===== src/rtl/burst_scan_sequencer_if.sv =====
`default_nettype none
// ============================================================================
// burst_scan_sequencer_if : scan configuration, acknowledge and status bundle
// Rev 1.0
// ============================================================================
interface burst_scan_sequencer_if #(
   parameter int CH_W  = 2,
   parameter int CNT_W = 20
);
   logic                 enable;
   logic                 burst_syn;
   logic [2**CH_W-1:0]   ch_mask;
   logic [7:0]           tx_width;
   logic [CNT_W-1:0]     acq_delay;
   logic [CNT_W-1:0]     acq_len;
   logic                 acq_done;
   logic [CH_W-1:0]      ch_sel;
   logic                 tx_pulse;
   logic                 acq_gate;
   logic                 busy;
   logic                 frame_done;
   logic                 overrun;
   logic                 ack_timeout;

   modport master (
      output enable, burst_syn, ch_mask, tx_width, acq_delay, acq_len, acq_done,
      input  ch_sel, tx_pulse, acq_gate, busy, frame_done, overrun, ack_timeout
   );

   modport slave (
      input  enable, burst_syn, ch_mask, tx_width, acq_delay, acq_len, acq_done,
      output ch_sel, tx_pulse, acq_gate, busy, frame_done, overrun, ack_timeout
   );
endinterface
`default_nettype wire


===== src/rtl/burst_scan_sequencer.sv =====
`default_nettype none
// ============================================================================
// burst_scan_sequencer : per-burst TX/acquire walk over the enabled channels.
// Optional macro BURST_ACK_TIMEOUT_EN adds a 65,536-cycle acknowledge timeout.
// Rev 1.0
// ============================================================================
module burst_scan_sequencer #(
   parameter int CH_W  = 2,
   parameter int CNT_W = 20
) (
   input  wire logic             clk_sys,
   input  wire logic             reset_n,
   burst_scan_sequencer_if.slave scan_io
);
   localparam int c_n_ch = 2**CH_W;

   typedef enum logic [2:0] {
      S_IDLE     = 3'd0,
      S_SEL      = 3'd1,
      S_TX       = 3'd2,
      S_DELAY    = 3'd3,
      S_GATE     = 3'd4,
      S_WAIT_ACK = 3'd5,
      S_NEXT     = 3'd6
   } state_t;

   state_t              state_q, state_d;
   logic                sync_q, sync_dly_q;
   logic [c_n_ch-1:0]   mask_q, mask_d;
   logic [7:0]          txw_q, txw_d;
   logic [CNT_W-1:0]    dly_q, dly_d;
   logic [CNT_W-1:0]    len_q, len_d;
   logic [CNT_W-1:0]    cnt_q, cnt_d;
   logic [CH_W-1:0]     ch_sel_q, ch_sel_d;
   logic                tx_pulse_q, tx_pulse_d;
   logic                acq_gate_q, acq_gate_d;
   logic                busy_q, busy_d;
   logic                frame_done_q, frame_done_d;
   logic                overrun_q, overrun_d;
   logic                ack_timeout_q, ack_timeout_d;

   logic                w_trig;
   logic [7:0]          w_txw_m1;
   logic                w_tx_last, w_dly_last, w_len_last;
   logic                w_has_next;
   logic [CH_W-1:0]     w_next_ch, w_first_ch;
   logic                w_to_expire;

   // burst_syn is registered once so a scan starts one edge after it is seen high
   assign w_trig     = sync_q & ~sync_dly_q;
   assign w_txw_m1   = (txw_q == 8'd0) ? 8'd0 : (txw_q - 8'd1);
   assign w_tx_last  = (cnt_q == CNT_W'(w_txw_m1));
   assign w_dly_last = (cnt_q == (dly_q - CNT_W'(1)));
   assign w_len_last = (cnt_q == (len_q - CNT_W'(1)));

   always_comb begin
      w_first_ch = '0;
      for (int i = c_n_ch - 1; i >= 0; i--) begin
         if (scan_io.ch_mask[i]) w_first_ch = CH_W'(i);
      end
   end

   always_comb begin
      w_next_ch  = ch_sel_q;
      w_has_next = 1'b0;
      for (int i = c_n_ch - 1; i >= 0; i--) begin
         if (mask_q[i] && (i > int'(ch_sel_q))) begin
            w_next_ch  = CH_W'(i);
            w_has_next = 1'b1;
         end
      end
   end

`ifdef BURST_ACK_TIMEOUT_EN
   logic [15:0] to_cnt_q, to_cnt_d;

   assign w_to_expire = (to_cnt_q == 16'hFFFF);
   assign to_cnt_d    = ((state_q == S_WAIT_ACK) && (state_d == S_WAIT_ACK))
                        ? (to_cnt_q + 16'd1) : 16'd0;

   always_ff @(posedge clk_sys or negedge reset_n) begin
      if (!reset_n) to_cnt_q <= 16'd0;
      else          to_cnt_q <= to_cnt_d;
   end
`else
   assign w_to_expire = 1'b0;
`endif

   always_comb begin
      state_d       = state_q;
      mask_d        = mask_q;
      txw_d         = txw_q;
      dly_d         = dly_q;
      len_d         = len_q;
      cnt_d         = '0;
      ch_sel_d      = ch_sel_q;
      frame_done_d  = 1'b0;
      overrun_d     = 1'b0;
      ack_timeout_d = 1'b0;

      case (state_q)
         S_IDLE: begin
            if (w_trig && scan_io.enable) begin
               mask_d = scan_io.ch_mask;
               txw_d  = scan_io.tx_width;
               dly_d  = scan_io.acq_delay;
               len_d  = scan_io.acq_len;
               if (|scan_io.ch_mask) begin
                  state_d  = S_SEL;
                  ch_sel_d = w_first_ch;
               end
            end
         end
         S_SEL: state_d = S_TX;
         S_TX: begin
            if (!w_tx_last)          cnt_d   = cnt_q + CNT_W'(1);
            else if (dly_q != '0)    state_d = S_DELAY;
            else if (len_q != '0)    state_d = S_GATE;
            else                     state_d = S_NEXT;
         end
         S_DELAY: begin
            if (!w_dly_last)         cnt_d   = cnt_q + CNT_W'(1);
            else if (len_q != '0)    state_d = S_GATE;
            else                     state_d = S_NEXT;
         end
         S_GATE: begin
            if (!w_len_last)         cnt_d   = cnt_q + CNT_W'(1);
            else                     state_d = S_WAIT_ACK;
         end
         S_WAIT_ACK: begin
            if (scan_io.acq_done) begin
               state_d = S_NEXT;
            end else if (w_to_expire) begin
               state_d       = S_NEXT;
               ack_timeout_d = 1'b1;
            end
         end
         S_NEXT: begin
            if (w_has_next) begin
               state_d  = S_SEL;
               ch_sel_d = w_next_ch;
            end else begin
               state_d      = S_IDLE;
               frame_done_d = 1'b1;
            end
         end
         default: state_d = S_IDLE;
      endcase

      // Abort wins over everything the scan would otherwise do this cycle
      if (state_q != S_IDLE) begin
         if (w_trig) overrun_d = 1'b1;
         if (!scan_io.enable) begin
            state_d       = S_IDLE;
            cnt_d         = '0;
            ch_sel_d      = ch_sel_q;
            frame_done_d  = 1'b0;
            ack_timeout_d = 1'b0;
         end
      end

      tx_pulse_d = (state_d == S_TX);
      acq_gate_d = (state_d == S_GATE);
      busy_d     = (state_d != S_IDLE);
   end

   always_ff @(posedge clk_sys or negedge reset_n) begin
      if (!reset_n) begin
         state_q       <= S_IDLE;
         sync_q        <= 1'b0;
         sync_dly_q    <= 1'b0;
         mask_q        <= '0;
         txw_q         <= 8'd0;
         dly_q         <= '0;
         len_q         <= '0;
         cnt_q         <= '0;
         ch_sel_q      <= '0;
         tx_pulse_q    <= 1'b0;
         acq_gate_q    <= 1'b0;
         busy_q        <= 1'b0;
         frame_done_q  <= 1'b0;
         overrun_q     <= 1'b0;
         ack_timeout_q <= 1'b0;
      end else begin
         state_q       <= state_d;
         sync_q        <= scan_io.burst_syn;
         sync_dly_q    <= sync_q;
         mask_q        <= mask_d;
         txw_q         <= txw_d;
         dly_q         <= dly_d;
         len_q         <= len_d;
         cnt_q         <= cnt_d;
         ch_sel_q      <= ch_sel_d;
         tx_pulse_q    <= tx_pulse_d;
         acq_gate_q    <= acq_gate_d;
         busy_q        <= busy_d;
         frame_done_q  <= frame_done_d;
         overrun_q     <= overrun_d;
         ack_timeout_q <= ack_timeout_d;
      end
   end

   assign scan_io.ch_sel      = ch_sel_q;
   assign scan_io.tx_pulse    = tx_pulse_q;
   assign scan_io.acq_gate    = acq_gate_q;
   assign scan_io.busy        = busy_q;
   assign scan_io.frame_done  = frame_done_q;
   assign scan_io.overrun     = overrun_q;
   assign scan_io.ack_timeout = ack_timeout_q;

endmodule
`default_nettype wire

===== src/flat_wrapper.sv =====
// flat-port wrapper written by rule: the top's interface ports become plain ports
module burst_scan_sequencer_flat 
#(
   parameter int CH_W  = 2,
   parameter int CNT_W = 20
)
  (clk_sys, reset_n, scan_io_enable, scan_io_burst_syn, scan_io_ch_mask, scan_io_tx_width, scan_io_acq_delay, scan_io_acq_len, scan_io_acq_done, scan_io_ch_sel, scan_io_tx_pulse, scan_io_acq_gate, scan_io_busy, scan_io_frame_done, scan_io_overrun, scan_io_ack_timeout);
  burst_scan_sequencer_if #(.CH_W(CH_W), .CNT_W(CNT_W)) scan_io_i ();
  input  wire logic clk_sys;
  input  wire logic reset_n;
  input wire logic [$bits(scan_io_i.enable)-1:0] scan_io_enable;
  input wire logic [$bits(scan_io_i.burst_syn)-1:0] scan_io_burst_syn;
  input wire logic [$bits(scan_io_i.ch_mask)-1:0] scan_io_ch_mask;
  input wire logic [$bits(scan_io_i.tx_width)-1:0] scan_io_tx_width;
  input wire logic [$bits(scan_io_i.acq_delay)-1:0] scan_io_acq_delay;
  input wire logic [$bits(scan_io_i.acq_len)-1:0] scan_io_acq_len;
  input wire logic [$bits(scan_io_i.acq_done)-1:0] scan_io_acq_done;
  output wire logic [$bits(scan_io_i.ch_sel)-1:0] scan_io_ch_sel;
  output wire logic [$bits(scan_io_i.tx_pulse)-1:0] scan_io_tx_pulse;
  output wire logic [$bits(scan_io_i.acq_gate)-1:0] scan_io_acq_gate;
  output wire logic [$bits(scan_io_i.busy)-1:0] scan_io_busy;
  output wire logic [$bits(scan_io_i.frame_done)-1:0] scan_io_frame_done;
  output wire logic [$bits(scan_io_i.overrun)-1:0] scan_io_overrun;
  output wire logic [$bits(scan_io_i.ack_timeout)-1:0] scan_io_ack_timeout;
  assign scan_io_i.enable = scan_io_enable;
  assign scan_io_i.burst_syn = scan_io_burst_syn;
  assign scan_io_i.ch_mask = scan_io_ch_mask;
  assign scan_io_i.tx_width = scan_io_tx_width;
  assign scan_io_i.acq_delay = scan_io_acq_delay;
  assign scan_io_i.acq_len = scan_io_acq_len;
  assign scan_io_i.acq_done = scan_io_acq_done;
  assign scan_io_ch_sel = scan_io_i.ch_sel;
  assign scan_io_tx_pulse = scan_io_i.tx_pulse;
  assign scan_io_acq_gate = scan_io_i.acq_gate;
  assign scan_io_busy = scan_io_i.busy;
  assign scan_io_frame_done = scan_io_i.frame_done;
  assign scan_io_overrun = scan_io_i.overrun;
  assign scan_io_ack_timeout = scan_io_i.ack_timeout;
  burst_scan_sequencer #(.CH_W(CH_W), .CNT_W(CNT_W)) u_core (.clk_sys(clk_sys), .reset_n(reset_n), .scan_io(scan_io_i));
endmodule

===== config.mk =====
export PLATFORM = sky130hd
export DESIGN_NAME = burst_scan_sequencer_flat
export DESIGN_NICKNAME = d
export VERILOG_FILES = /design/src/rtl/burst_scan_sequencer_if.sv /design/src/rtl/burst_scan_sequencer.sv /design/src/flat_wrapper.sv
export SDC_FILE = /design/constraint.sdc
export NUM_CORES = 1
export LEC_CHECK = 0
export BUFFER_PORTS_ARGS = -buffer_cell sky130_fd_sc_hd__buf_2
export CAP_MARGIN = 0
export CORE_MARGIN = 5
export CORE_UTILIZATION = 35
export DETAILED_ROUTE_END_ITERATION = 16
export PLACE_DENSITY = 0.63
export SYNTH_ARGS = -nofsm -noshare
export SYNTH_HDL_FRONTEND = slang
export SYNTH_SLANG_ARGS = --single-unit

===== constraint.sdc =====
create_clock -name clk_sys -period 5.9 [get_ports clk_sys]
set_input_delay 0.295 -clock clk_sys [delete_from_list [all_inputs] [get_ports clk_sys]]
set_output_delay 0.295 -clock clk_sys [all_outputs]
set_load 0.02 [all_outputs]

==> results of run 1 <==
## sequential cells by signal, indices dropped and copies added, names as in the netlist
register and cells:
u_core.scan_io.ch_sel 2, u_core.dly_q 20, u_core.scan_io.acq_gate 1, u_core.state_q 3
u_core.scan_io.busy 1, u_core.scan_io.frame_done 1, u_core.scan_io.overrun 1, u_core.sync_dly_q 1
u_core.txw_q 8, u_core.sync_q 1, u_core.cnt_q 20, u_core.len_q 20
u_core.scan_io.tx_pulse 1, u_core.mask_q 3
## final timing paths
path	start	depth (start not counted)	slack (ns)	end
setup / recovery	u_core.dly_q[5]	8	2.12	u_core.cnt_q[2]
hold / removal	scan_io_burst_syn	1	0.06	u_core.sync_q
setup reg to reg	u_core.dly_q[5]	8	2.12	u_core.cnt_q[2]
hold reg to reg	u_core.sync_q	0	0.39	u_core.sync_dly_q
max in group asynchronous	reset_n	3	4.47	u_core.len_q[5]
min in group asynchronous	reset_n	2	0.36	u_core.scan_io.frame_done
## routing by layer
layer	global-route usage, %	part of all wire (%)
met1	20.7	50
met2	23.1	45
met3	3.97	4.3
met4	3.44	1.5
met5	0	0
## power by group through the flow
stage	registers, mW	logic [mW]	clock network [mW]
2_1_floorplan	0.760	0.457	0
3_3_place_gp	0.825	0.522	0
3_5_place_dp	0.828	0.524	0
4_1_cts	0.819	0.529	0.558
5_1_grt	0.844	0.590	0.582
6_report	0.819	0.523	0.541
## cells by family after synthesis
kind of cell	synth area share, %
simple gates	26.1
compound gates	10.3
flops	36.8
buf+inv	5.16
xor+xnor	11.0
mux	9.65
fa+ha+maj	0.886
other cells	0.0664
## cells in the mapped netlist (3+ instances only)
| master | instances |
|---|---|
| o211a_1 | 3 |
| or4_1 | 12 |
| nor4b_1 | 6 |
| inv_1 | 20 |
| nand2_1 | 60 |
| buf_4 | 3 |
| clkbuf_1 | 39 |
| nand4b_1 | 5 |
| o22ai_1 | 3 |
| o21ai_0 | 20 |
| a21oi_1 | 13 |
| and3_1 | 12 |
| nand3b_1 | 5 |
| xnor2_1 | 42 |
| nor3_1 | 21 |
| a31oi_1 | 4 |
| nand2b_1 | 9 |
| or3_1 | 6 |
| nor4_1 | 26 |
| o211ai_1 | 3 |
| o2111ai_1 | 3 |
| or2_2 | 3 |
| nor2b_1 | 6 |
| mux2_2 | 44 |
| mux2i_1 | 5 |
| xor2_1 | 24 |
| dfrtp_1 | 83 |
| nor3b_1 | 7 |
| buf_1 | 6 |
| a211oi_1 | 6 |
| nor2_1 | 50 |
| nand4_1 | 7 |
| ha_1 | 4 |
| nand3_1 | 14 |
| a21o_1 | 3 |
## repair_timing
| action | 4_1_cts | 5_1_grt |
|---|---|---|
| hold endpoints to repair | 20 | 0 |
| gates resized for setup | 0 | 0 |
| hold buffers | 1 | 0 |
## through the flow
step | util, % | cells | setup WS (ns) | power (mW)
detailed placement | 38.1 | 855 | 2.12 | 1.35
floorplan | - | 625 | 2.84 | 1.22
global route | 39.9 | 871 | 1.75 | 2.02
global placement | 38.1 | 855 | 2.22 | 1.35
CTS | 39.9 | 871 | 2.09 | 1.91
finish | 39.9 | 871 | 2.12 | 1.88
## area by class of cell
class	count	share of cell area (%)
multi-input cells	470	51.9
flip-flops and latches	83	32.8
repair buffers	66	5.41
well taps	216	4.27
clock buffers	12	3.73
inverters	21	1.24
clock inverters	3	0.632
## critical path, cell delays in order (launching register included)
cell,delay [ns]
dfrtp_1,0.47
or4_1,0.68
nor4_1,0.33
o311ai_0,0.26
a2111oi_0,0.55
and4bb_2,0.33
a31oi_1,0.15
a2bb2oi_2,0.74
nor2_1,0.12
## layout by cell type, fill, tap and decap left out, types with 3 or more instances in the layout
master and n:
buf_4 3, a21oi_1 13, a31oi_1 4, or4_1 12
nand2b_1 9, nand3b_1 5, o22ai_1 3, or3_1 6
nor3_1 21, ha_1 4, mux2_2 44, nor2_1 50
mux2i_1 5, nand4_1 7, o211ai_1 3, clkbuf_16 9
or2_2 3, xor2_1 24, o2111ai_1 3, xnor2_1 42
inv_1 20, buf_2 62, dfrtp_1 83, o21ai_0 20
nor4b_1 6, nand2_1 60, a21o_1 3, nor2b_1 6
nor3b_1 7, o211a_1 3, nand3_1 14, a211oi_1 6
nand4b_1 5, and3_1 12, nor4_1 26, clkbuf_1 3
==> results.toml, run 1 <==
[routing]
ant_nets = 0
via_count = 4495
drt_wl_total_um = 13000
drc = 0
drt-initial-drc-count = 224
drt-pass1-iter-count = 4
routed_via_density = 5.16
wire_per_inst_um = 15.0

[sta]
tightest_slew_ns = 0.870
max_freq_mhz = 265
finalSetupViolCount = 0
period_minus_slack_ns = 3.78
fin_setup_tns_ns = 0
period_share_pct = 64.1
slew_headroom_pct = 42.0
holdWs_ns = 0.0591
rsz0062_at_grt = "false"
clock_skew_ns = 0.0104
hold_viol_final = 0
drv_slew = 0

[place]
hpwl_um = 9970
port_buffers = 63
placed_cell_area_um2 = 6050
place_congestion = 0.848

[global_routing]
grt_first_pass_wirelength_um = 22200
grt_max_degree = 64
antenna_found_initial = 0
grtUsageTotal_pct = 14.9
grt_pass1_vias = 4418
grt.overflow.total = 0

[clock_network]
clock-sinks = 83
htree_num_levels = 3
cts_tree = "built"
clock_latency_ns = 0.35
cts_setup_buffers = 0
path_clk_slew_ns = 0.06
cts_buffers = 9
clk_root_buffer_cell = "clkbuf_16"
clk_path_buf_depth = 2

[die]
io_pins = 65
start_util_pct = 35.6
design.die.area_um2 = 18800
coreArea_um2 = 15900
die_w_um = 137
die_h_um = 137
row_count = 46

[logic_synthesis]
synth_area_leaders = "dfrtp_1 (37%), mux2_2 (8.8%), xnor2_1 (6.5%)"
ys_ff_latch = 83
synth_top_area_share_pct = 36.8
ys.warnings.count = 0
syn_nets = 686
syn_area_per_cell_um2 = 9.04
syn_area_um2 = 5650
synth_edf_count = 0
synth_cell_types = 73
synthArstFlopShare_pct = 100
ys_seq_area_share_pct = 36.8
yosys.area.top_type = "dfrtp_1"
syn_inst = 625
synth_top_flop_cell = "dfrtp_1"

[pwr]
power_switching_mw = 0.624
internal_power_mw = 1.26
p_sw_share_pct = 33.2
power_frac_seq_pct = 43.5
power_leakage_nw = 2.58
powerDensity_nw_per_um2 = 297
p_clk_share_pct = 28.7
comb_power_share_pct = 27.8
peakVddDrop_mv = 0.155

[setup_path]
end_kind = "flop"
worstPathRequired_ns = 6.09
crit_arrival_ns = 3.97
crit_fanout = 20
path_class = "flop to flop"
worstSetupStartpointType = "flop"

[finish]
multi_input_area_um2 = 3290
layout-drive-gt1-share_pct = 21.1
design_area_um2 = 6340
area_growth_syn_to_layout_pct = 12.1
n_fill_cell = 1593
diodes = 0
layout.nets = 712
regArea_um2 = 2080

[status]
status = "finished clean"

[flow_run]
cap_violations = 0

[min_path]
holdCritPathClass = "input port to flop"
No activity file was read; power rests on OpenSTA's default activity.
==> run 2, diff against run 1 <==
--- a/config.mk
+++ b/config.mk
@@ -5,12 +5,13 @@
 export SDC_FILE = /design/constraint.sdc
 export NUM_CORES = 1
 export LEC_CHECK = 0
+export ABC_AREA = 1
 export BUFFER_PORTS_ARGS = -buffer_cell sky130_fd_sc_hd__buf_2
 export CAP_MARGIN = 0
 export CORE_MARGIN = 5
 export CORE_UTILIZATION = 35
 export DETAILED_ROUTE_END_ITERATION = 16
-export PLACE_DENSITY = 0.63
+export PLACE_DENSITY = 0.65
 export SYNTH_ARGS = -nofsm -noshare
 export SYNTH_HDL_FRONTEND = slang
 export SYNTH_SLANG_ARGS = --single-unit
==> constraint.sdc (replaced) <==
create_clock -name clk_sys -period 3.2 [get_ports clk_sys]
set_input_delay 0.16 -clock clk_sys [delete_from_list [all_inputs] [get_ports clk_sys]]
set_output_delay 0.16 -clock clk_sys [all_outputs]
set_load 0.02 [all_outputs]
==> results.toml, run 2 <==
[status]
status = "finished with violations"
violations = "hold timing"

[routing]
drc = 0
routed_via_density = 4.71
wire_per_inst_um = 12.8
ant_nets = 0
via_count = 5810
drt-pass1-iter-count = 4
drt-initial-drc-count = 277
drt_wl_total_um = 15800

[setup_path]
max_stage_delay_ns = 0.40
crit_fanout = 10
worstSetupStartpointType = "flop"
path_common_cell = "nand2_1"
cp_cell_sequence = "inv_1 -> ha_1 -> inv_1 -> nor2_1 -> nand3_1 -> nor2_4 -> nand2_1 -> nand2_1 -> nand2_1 -> nand2_1 -> inv_1 -> nor2_2 -> nand3_2 -> a21oi_4 -> nand2_4 -> nand2_8 -> nor3_2"
end_kind = "flop"
path_class = "flop to flop"
worstPathRequired_ns = 3.44
crit_arrival_ns = 2.75
crit_slowest_cell = "dfrtp_1"
cp.buffers_inverters = 3
cp_top_family = "simple AND/OR/NAND/NOR gates"

[finish]
most-common-layout-cells = "nand2_1 (315), inv_1 (120), nor2_1 (110), dfrtp_1 (83), buf_2 (62)"
top_regs = "u_core.cnt_q (20), u_core.dly_q (20), u_core.len_q (20)"
layout-drive-gt1-share_pct = 14.1
area_growth_syn_to_layout_pct = 16.6
layout.nets = 1064
n_fill_cell = 1830
diodes = 0
final_cells = 1233
layout_commonest_cell = "nand2_1"

[flow_run]
cap_violations = 0

[die]
row_count = 48
die_w_um = 141
io_pins = 65
coreArea_um2 = 17100
die_h_um = 141
start_util_pct = 35.3
design.die.area_um2 = 20000

[sta]
holdWs_ns = -0.0181
clock_skew_ns = 0.00850
period_share_pct = 78.7
slew_headroom_pct = 27.1
worst_slack_ns = 0.682
drv_slew = 0
tightest_slew_ns = 1.09
hold_viol_final = 23
finalSetupViolCount = 0
period_minus_slack_ns = 2.52
fin_setup_tns_ns = 0
rsz0062_at_grt = "false"
max_freq_mhz = 397

[global_routing]
antenna_found_initial = 0
grt_max_degree = 84
grt_pass1_vias = 5623
grtUsageTotal_pct = 16.7
grt_first_pass_wirelength_um = 27200
grt.overflow.total = 0

[pwr]
powerDensity_nw_per_um2 = 507
peakVddDrop_mv = 0.318
power_leakage_nw = 3.57
power_mw = 3.57

[clock_network]
clk_path_buf_depth = 2
htree_num_levels = 3
cts_tree = "built"
cts_buffers = 9
clk_root_buffer_cell = "clkbuf_16"
path_clk_slew_ns = 0.06
cts_resized = 0
clock_latency_ns = 0.35
clock-sinks = 83

[logic_synthesis]
syn_area_per_cell_um2 = 6.50
syn_inst = 930
yosys.area.top_type = "dfrtp_1"
synth_cell_types = 37
syn_nets = 991
synth_area_leaders = "dfrtp_1 (34%), nand2_1 (20%), inv_1 (7.5%)"
ys.warnings.count = 0
synth_most_common_cell = "nand2_1"
syn_area_um2 = 6050
synth_top_area_share_pct = 34.4
synthArstFlopShare_pct = 100
ys_ff_latch = 83
synth_common_cells = "nand2_1 (315), inv_1 (120), nor2_1 (110)"
synth_edf_count = 0
synth_top_flop_cell = "dfrtp_1"
ys_seq_area_share_pct = 34.4

[place]
dp.cells = 1202
place_congestion = 0.903
hpwl_um = 12400
port_buffers = 63
place_ws_ns = 0.687

[min_path]
holdCritPathClass = "input port to asynchronous set/reset pin"
==> run 2: worst reg2reg max path, stage by stage, from the launching register on <==
cell and delay [ns]:
dfrtp_1 0.40, inv_1 0.16, ha_1 0.25, inv_1 0.07, nor2_1 0.11, nand3_1 0.13
nor2_4 0.16, nand2_1 0.09, nand2_1 0.07, nand2_1 0.04, nand2_1 0.08, inv_1 0.05
nor2_2 0.11, nand3_2 0.12, a21oi_4 0.21, nand2_4 0.16, nand2_8 0.15, nor3_2 0.05
==> run 2: logic make-up after synthesis <==
logic type	share of synthesized area, %
fa+ha+maj	0.828
simple gates	43.7
xor+xnor	5.94
other cells	0.0620
compound gates	6.00
flops	34.4
buf+inv	9.11
==> run 2: final timing paths <==
| path | endpoint | cells after the start | from | slack, ns |
|---|---|---|---|---|
| hold / removal | u_core.dly_q[4] | 1 | reset_n | -0.02 |
| setup / recovery | u_core.cnt_q[17] | 17 | u_core.dly_q[0] | 0.68 |
| setup reg to reg | u_core.cnt_q[17] | 17 | u_core.dly_q[0] | 0.68 |
| max in group asynchronous | u_core.cnt_q[18] | 1 | reset_n | 2.47 |
| hold reg to reg | u_core.sync_dly_q | 0 | u_core.sync_q | 0.38 |
| min in group clk_sys | u_core.txw_q[6] | 3 | scan_io_tx_width[6] | 0.01 |
==> run 2: layer usage <==
metal	global-route usage (%)	part of all wire (%)	vias to the layer above	routed length (µm)
met3	3.30	4.4	10	697
met1	23.3	49	2650	7790
met5	0	0	-	0
li1	-	-	3041	-
met2	27.0	45	109	7190
met4	3.59	0.94	0	148
==> run 2: power breakdown <==
group          internal, mW  switching [mW]  leakage, nW
Sequential             1.20           0.171         1.07
Combinational         0.418           0.727         2.36
Clock                 0.610           0.454        0.142
==> run 2: per-stage QoR <==
stage,utilization [%],area [µm²]
final,41.2,7050
after detailed placement,38.6,6600
after global routing,41.2,7050
after CTS,41.2,7050
after global placement,38.6,6600
after floorplan,-,6050
==> run 2: timing repair <==
| item | CTS | global route |
|---|---|---|
| setup buffers | 0 | 0 |
| hold buffers | 15 | 0 |
| endpoints found under the hold margin | 15 | 0 |
==> run 2: final cells by class <==
| type | count | area, µm² | share of cell area (%) |
|---|---|---|---|
| clock buffer | 9 | 225 | 3.19 |
| inverter | 125 | 469 | 6.65 |
| timing repair buffer | 81 | 503 | 7.13 |
| tap | 225 | 282 | 3.99 |
| sequential | 83 | 2080 | 29.5 |
| clock inverter | 7 | 76.3 | 1.08 |
| multi-input combinational | 703 | 3420 | 48.5 |
==> run 3, diff against run 2 <==
--- a/config.mk
+++ b/config.mk
@@ -11,7 +11,7 @@
 export CORE_MARGIN = 5
 export CORE_UTILIZATION = 35
 export DETAILED_ROUTE_END_ITERATION = 16
-export PLACE_DENSITY = 0.65
+export PLACE_DENSITY = 0.63
 export SYNTH_ARGS = -nofsm -noshare
 export SYNTH_HDL_FRONTEND = slang
 export SYNTH_SLANG_ARGS = --single-unit
==> constraint.sdc (replaced) <==
create_clock -name clk_sys -period 2.6 [get_ports clk_sys]
set_input_delay 0.13 -clock clk_sys [delete_from_list [all_inputs] [get_ports clk_sys]]
set_output_delay 0.13 -clock clk_sys [all_outputs]
set_load 0.02 [all_outputs]
==> results.toml, run 3 (synthesized netlist as in run 2, its figures left out) <==
[die]
design.die.area_um2 = 20000
io_pins = 65
die_w_um = 141
start_util_pct = 35.3
row_count = 48
coreArea_um2 = 17100
die_h_um = 141

[global_routing]
grt.busiest_layer = "met2"
grt_pass1_vias = 5894
grt.overflow.total = 0
use_met3_pct = 3.40
antenna_found_initial = 0
use_met2_pct = 27.8
grtUsageMet1_pct = 23.2
grt_first_pass_wirelength_um = 27700
grtUsageTotal_pct = 17.0
grt_max_degree = 56

[routing]
drt-initial-drc-count = 297
via_count = 5947
drt_wl_total_um = 16100
wire_per_inst_um = 12.7
drt-pass1-iter-count = 5
ant_nets = 0
drc = 0
routed_via_density = 4.69

[finish]
final_util_pct = 43.1
area_growth_syn_to_layout_pct = 22.1
layout.nets = 1100
final_cells = 1268
layout_commonest_cell = "nand2_1"
top_regs = "u_core.cnt_q (20), u_core.dly_q (20), u_core.len_q (20)"
diodes = 0
layout-drive-gt1-share_pct = 15.2
most-common-layout-cells = "nand2_1 (315), inv_1 (116), nor2_1 (109), dfrtp_1 (83), buf_2 (62)"

[pwr]
peakVddDrop_mv = 0.330
power_leakage_nw = 3.73
powerDensity_nw_per_um2 = 597

[clock_network]
clock-sinks = 83
cts_tree = "built"
cts_buffers = 9
clk_path_buf_depth = 2
clock_latency_ns = 0.34
path_clk_slew_ns = 0.06
clk_root_buffer_cell = "clkbuf_16"
htree_num_levels = 3

[setup_path]
path_class = "flop to flop"
crit_fanout = 4
crit_arrival_ns = 2.64
worstPathRequired_ns = 2.88
end_kind = "flop"
worstSetupStartpointType = "flop"

[place]
dp.cells = 1212
place_congestion = 0.897
place_ws_ns = 0.137
hpwl_um = 12500
port_buffers = 63

[sta]
hold_viol_final = 0
fin_setup_tns_ns = 0
slew_headroom_pct = 50.4
max_freq_mhz = 424
finalSetupViolCount = 0
period_share_pct = 90.8
drv_slew = 0
clock_skew_ns = 0.00609
period_minus_slack_ns = 2.36
worst_slack_ns = 0.240
tightest_slew_ns = 0.744

[flow_run]
cap_violations = 0

[status]
status = "finished clean"

[min_path]
holdCritPathClass = "input port to flop"
## run 3: changes by cell type in the layout (fill, tap and decap cells not counted), sizes merged
cell,previous run,this run
buf,66,78
clkbuf,9,13
inv,127,125
clkinvlp,2,0
bufinv,1,0
dlygate4sd3,15,39
## run 3: final cells by class
type	instances	area (µm²)
inverters	125	469
flip-flops and latches	83	2080
clock inverters	2	10.0
fillers	1815	9740
clock buffers	13	270
well taps	225	282
repair buffers	117	833
multi-input cells	703	3440
## run 3: critical path, stage by stage, from the launching register on
cell and delay (ns):
dfrtp_1 0.40, inv_2 0.11, ha_4 0.16, inv_1 0.05, nor2_1 0.11, nand3_1 0.13, nor2_4 0.17, buf_4 0.13
nand2_1 0.04, nand2_1 0.07, nand2_1 0.05, nand2_1 0.05, nand2_1 0.05, nor2_1 0.09, nand2_1 0.07, nor2_2 0.15
nor2_1 0.07, nor2_2 0.09, nand2_1 0.07, nand2_2 0.09, nand2_2 0.06, nor2_2 0.08
## run 3: per-stage QoR
stage / instance area, µm² / hold WS, ns / power [mW]
2_1_floorplan: 6050 / -0.166 / 2.73
3_3_place_gp: 6670 / 0.240 / 3.09
3_5_place_dp: 6670 / 0.247 / 3.11
4_1_cts: 7340 / 0.000836 / 4.41
5_1_grt: 7380 / 0.00971 / 4.77
6_report: 7380 / 0.00490 / 4.40
## run 3: worst paths after layout
path / startpoint / endpoint / slack [ns] / cells past startpoint
worst max-delay path: u_core.dly_q[0] / u_core.scan_io.acq_gate / 0.24 / 21
worst min-delay path: scan_io_acq_delay[1] / u_core.dly_q[1] / 0.005 / 3
worst max register to register: u_core.dly_q[0] / u_core.scan_io.acq_gate / 0.24 / 21
worst min register to register: u_core.sync_q / u_core.sync_dly_q / 0.39 / 0
max in group asynchronous: reset_n / u_core.len_q[17] / 1.58 / 3
min in group asynchronous: reset_n / u_core.dly_q[4] / 0.40 / 2
## run 3: repair_timing
item                                   in CTS  in global routing
hold buffers                               39                  0
resized for setup                           0                  8
setup endpoints to repair                   0                 25
endpoints found under the hold margin      92                  0
setup buffers                               0                  2
## run 3: power by group
part	leakage [nW]	internal, mW	switching, mW
clock network	0.141	0.718	0.520
registers	1.07	1.47	0.215
logic	2.52	0.561	0.917
total	3.73	2.75	1.65
## run 3: routing by layer
metal	vias to the layer above	wire, µm
met5	-	0
met4	0	219
met3	20	636
met2	98	7230
met1	2715	8010
li1	3114	-
